--- config.mk ---
export PLATFORM = sky130hd
export DESIGN_NAME = pe_cfg_loader
export DESIGN_NICKNAME = d
export VERILOG_FILES = /design/src/rtl/pe_cfg_loader.sv
export SDC_FILE = /design/constraint.sdc
export NUM_CORES = 1
export LEC_CHECK = 0
export CAP_MARGIN = 20
export CORE_ASPECT_RATIO = 0.5
export CORE_UTILIZATION = 45
export CTS_BUF_LIST = sky130_fd_sc_hd__clkbuf_8
export DETAILED_ROUTE_END_ITERATION = 10
export PLACE_DENSITY = 0.69
export SLEW_MARGIN = 20
export SYNTH_ARGS = -nofsm -noshare
export SYNTH_HDL_FRONTEND = slang
export SYNTH_SLANG_ARGS = --single-unit
--- constraint.sdc ---
create_clock -name clock -period 3.3 [get_ports clock]
set_input_delay 0.66 -clock clock [delete_from_list [all_inputs] [get_ports clock]]
set_output_delay 0.66 -clock clock [all_outputs]
set_load 0.1 [all_outputs]
--- src/rtl/pe_cfg_loader.sv ---
// Streams 4-bit config nibbles into a shadow bank of per-PE control words,
// commits the full set atomically to the active bank, and drives the shared PE enable.
module pe_cfg_loader #(
    parameter int NUM_PE = 4,
    parameter int CTRL_W = 8
) (
    input  logic                     clock,
    input  logic                     reset,
    input  logic                     cfg_start,
    input  logic                     in_valid,
    output logic                     in_ready,
    input  logic [3:0]               in_data,
    input  logic                     run_en,
    input  logic                     step,
    output logic [CTRL_W*NUM_PE-1:0] ctrl_out,
    output logic                     pe_en,
    output logic                     configured,
    output logic                     cfg_done,
    output logic                     busy
);

    localparam int NIB   = 2 * NUM_PE;
    localparam int CNT_W = (NIB > 1) ? $clog2(NIB) : 1;
    localparam logic [CNT_W-1:0] CNT_LAST = CNT_W'(NIB - 1);

    typedef enum logic [1:0] {
        IDLE,
        LOAD,
        COMMIT
    } state_t;

    state_t                    state_q;
    logic [CNT_W-1:0]          cnt_q;
    logic [CTRL_W*NUM_PE-1:0]  shadow_q;
    logic [CTRL_W*NUM_PE-1:0]  shadow_d;
    logic [CTRL_W*NUM_PE-1:0]  active_q;
    logic                      configured_q;
    logic                      cfg_done_q;
    logic                      step_q;
    logic                      hs;
    logic                      step_pulse;

    // A restart takes priority, so a nibble offered alongside it is not taken.
    assign in_ready = (state_q == LOAD) & ~cfg_start;
    assign hs       = in_valid & in_ready;

    // Even counts fill the high nibble, so slot index is the count with bit 0 flipped.
    always_comb begin
        shadow_d = shadow_q;
        for (int n = 0; n < NIB; n++) begin
            if (hs && ((32'(cnt_q) ^ 32'd1) == 32'(n))) begin
                shadow_d[4*n +: 4] = in_data;
            end
        end
    end

    always_ff @(posedge clock or negedge reset) begin
        if (!reset) begin
            state_q      <= IDLE;
            cnt_q        <= '0;
            shadow_q     <= '0;
            active_q     <= '0;
            configured_q <= 1'b0;
            cfg_done_q   <= 1'b0;
            step_q       <= 1'b0;
        end else begin
            step_q     <= step;
            cfg_done_q <= 1'b0;
            shadow_q   <= shadow_d;
            unique case (state_q)
                IDLE: begin
                    if (cfg_start) begin
                        state_q <= LOAD;
                        cnt_q   <= '0;
                    end
                end
                LOAD: begin
                    if (cfg_start) begin
                        cnt_q <= '0;
                    end else if (hs) begin
                        if (cnt_q == CNT_LAST) begin
                            cnt_q   <= '0;
                            state_q <= COMMIT;
                        end else begin
                            cnt_q <= cnt_q + CNT_W'(1);
                        end
                    end
                end
                COMMIT: begin
                    active_q     <= shadow_q;
                    configured_q <= 1'b1;
                    cfg_done_q   <= 1'b1;
                    state_q      <= IDLE;
                end
                default: begin
                    state_q <= IDLE;
                end
            endcase
        end
    end

    assign step_pulse = step & ~step_q;
    assign pe_en      = configured_q & (run_en | step_pulse);
    assign ctrl_out   = active_q;
    assign configured = configured_q;
    assign cfg_done   = cfg_done_q;
    assign busy       = (state_q != IDLE);

endmodule

==> flow_summary_export.csv <==
group,metric,value,unit
sta,tightest_slew,0.775,ns
cts,path_clk_slew,0.08,ns
setup_path,worst-path-buf-inv,2,
floorplan,die_width,115,um
power,vdd_drop_max,0.177,mV
cts,cts-buffers-inserted,9,
final_layout,n_antenna_cell,0,
setup_path,timing.rr.start,"state_q[1]$_DFFE_PN0P_",
drt,vias_per_cell,4.98,
cts,cts_hold_buf,0,
final_layout,final_util,0.588,
cts,cts-root-buf,"clkbuf_8",
hold_path,hold_path.class,"primary input to async pin",
placed_design,dp_worst_setup_slack,0.628,ns
logic_synthesis,ys_ff_latch,72,
cts,clock-sinks,72,
cts,clk_latency,0.34,ns
cts,cts_tree,"built",
drt,drtPass1Iterations,5,
sta,setup_tns,0,ns
sta,fmax,410,MHz
final_layout,stdcell_area,3600,um2
floorplan,num_io_pins,47,
final_layout,drive_above_1_share,0.500,
final_layout,area_growth,24.9,%
placed_design,placed_area,3360,um2
final_layout,seq_area,1800,um2
logic_synthesis,synth.area.mux_share,0.250,
setup_path,critPathArrivalTime,1.78,ns
drt,post_drt_wl_per_cell,15.4,um
logic_synthesis,ys_warn_count,0,
logic_synthesis,synthXorXnorAreaFrac,0,
setup_path,crit_family,"buffers and inverters",
final_layout,fillCellCount,492,
drt,via_count,1652,
logic_synthesis,yosys.area_share.simple,0.0651,
run_status,status,"completed",
cts,cts.path.max_buffers,2,
global_route,grt_pass1_wl,8600,um
placed_design,place_hpwl,3490,um
setup_path,cp.required,2.64,ns
setup_path,startpoint_type,"primary input",
logic_synthesis,synth_nets,203,
floorplan,start_util,0.470,
placed_design,place_congestion,0.804,
global_route,overflow,0,
cts,cts_resized,0,
setup_path,worstPathMaxFanout,12,
sta,final-setup-viol-count,0,
sta,rsz0062_at_grt,"false",
power,power_leakage,1.85,nW
sta,final_hold_viol_count,0,
sta,slew_headroom,0.483,
global_route,antenna_found_initial,0,
floorplan,dieArea,6750,um2
floorplan,core,6130,um2
placed_design,dp_cells,316,
final_layout,multiInputGateArea,1030,um2
logic_synthesis,synth_compound_area_frac,0.0143,
setup_path,path_cells,"clkdlybuf4s50_1 -> nor3b_2 -> buf_12",
setup_path,cp_slowest_cell,"clkdlybuf4s50_1",
sta,skew,0.00706,ns
cts,cts_max_level,3,
logic_synthesis,synth_cells,187,
logic_synthesis,synth_top_family_by_area,"multiplexers",
global_route,track_usage,0.175,
placed_design,port_buffers,46,
setup_path,startpoint,"cfg_start",
sta,maxSlewViolCount,0,
logic_synthesis,yosys.area_share.adder,0.0260,
cts,post_cts_buffers,0,
drt,drc,0,
global_route,grt_pass1_vias,1667,
floorplan,num_rows,20,
power,powerDensity,533,nW/um2
logic_synthesis,synth_area,2880,um2
drt,routed_wl,5100,um
final_layout,layoutNonFillerInstCount,332,
setup_path,max_stage_delay,0.60,ns
global_route,grt_max_degree,37,
logic_synthesis,ys_types,27,
final_layout,final_nets,255,
logic_synthesis,syn_area_per_cell,15.4,um2
floorplan,fp.dieH,58.6,um
sta,fin_crit_sh,0.739,
sta,period_minus_slack,2.44,ns
setup_path,worstSetupPathType,"primary input to output port",
setup_path,critPathCaptureType,"output port",
drt,detail-route-antenna-nets,0,
drt,drt-initial-drc-count,77,
sta,finalWorstSetupSlack,0.861,ns
logic_synthesis,synth-seq-area-share,0.625,
job,cap_violations,0,
[layout make-up]
type | count | share of cell area
clock buffer | 12 | 0.0458
sequential | 72 | 0.500
timing repair buffer | 49 | 0.110
inverter | 6 | 0.00625
multi-input combinational | 101 | 0.286
tap | 88 | 0.0306
clock inverter | 4 | 0.0208
[power by group]
group	internal (mW)	switching (mW)
logic	0.0672	0.0594
clock network	0.488	0.318
registers	0.950	0.0367
[final timing paths]
| check | slack (ns) | cells after the start | end |
|---|---|---|---|
| setup / recovery | 0.86 | 3 | in_ready |
| hold / removal | 0.40 | 1 | ctrl_out[10]$_DFFE_PN0P_ |
| setup reg to reg | 1.35 | 3 | shadow_q[16]$_DFFE_PN0P_ |
| hold reg to reg | 0.49 | 1 | shadow_q[2]$_DFFE_PN0P_ |
| max in group asynchronous | 2.12 | 2 | ctrl_out[27]$_DFFE_PN0P_ |
| min in group clock | 0.49 | 1 | shadow_q[2]$_DFFE_PN0P_ |
[cells in the final DEF (no fill, tap or decap), types with 2 or more instances in the layout]
| cell type | instances |
|---|---|
| nand2_1 | 4 |
| mux2_1 | 7 |
| clkinvlp_4 | 2 |
| nand3b_1 | 2 |
| nor4b_2 | 2 |
| a21oi_1 | 2 |
| or4b_4 | 2 |
| ha_1 | 6 |
| nor2_1 | 2 |
| mux2_2 | 57 |
| nand3_1 | 2 |
| nand2b_1 | 2 |
| clkbuf_8 | 12 |
| clkdlybuf4s50_1 | 8 |
| buf_4 | 39 |
| bufinv_16 | 2 |
| inv_1 | 6 |
| dfrtp_1 | 72 |
[layer usage]
metal	up-vias	global-route usage	share of wire
met5	-	0	0
met4	0	0.0668	0.012
met3	7	0.0536	0.039
met2	34	0.258	0.44
met1	848	0.245	0.51
li1	763	-	-
[worst reg2reg max path, stage by stage (launching register included)]
cell and delay (ns):
dfrtp_1 0.52, nand3b_2 0.35, nor4b_2 0.56, mux2_2 0.40
[logic make-up after synthesis]
group,count (synthesis)
buf+inv,14
simple gates,25
flops,72
fa+ha+maj,6
compound gates,6
mux,64
[stage by stage]
stage | hold slack, ns | power [mW]
finish | 0.397 | 1.92
global route | 0.445 | 2.00
CTS | 0.422 | 1.94
detailed placement | 0.480 | 1.13
global placement | 0.471 | 1.12
floorplan | 0.364 | 1.07
[cell usage after synthesis (all sizes together)]
cell    instances  area share
nor2            2      0.0026
or2             1      0.0022
a21oi           2      0.0035
o21ai           1      0.0017
nand2           4      0.0052
and4bb          1      0.0043
or4             1      0.0026
a221o           1      0.0035
nor3b           2      0.0052
clkbuf          4      0.0052
nor3            1      0.0017
nor2b           1      0.0022
nand3           2      0.0035
nand3b          3      0.0091
o41ai           1      0.0030
or4b            2      0.0095
nor4b           2       0.010
o21a            1      0.0026
dfrtp          72        0.62
ha              6       0.026
and3            1      0.0022
buf             4      0.0069
nand2b          2      0.0043
mux2           64        0.25
inv             6      0.0078
[sequential cells by signal, indices dropped and copies added, names as in the netlist]
signal / flops
cfg_done: 1
cnt_q: 3
configured: 1
ctrl_out: 32
shadow_q: 32
state_q: 2
step_q: 1
Power figures use the tool's default switching activity.
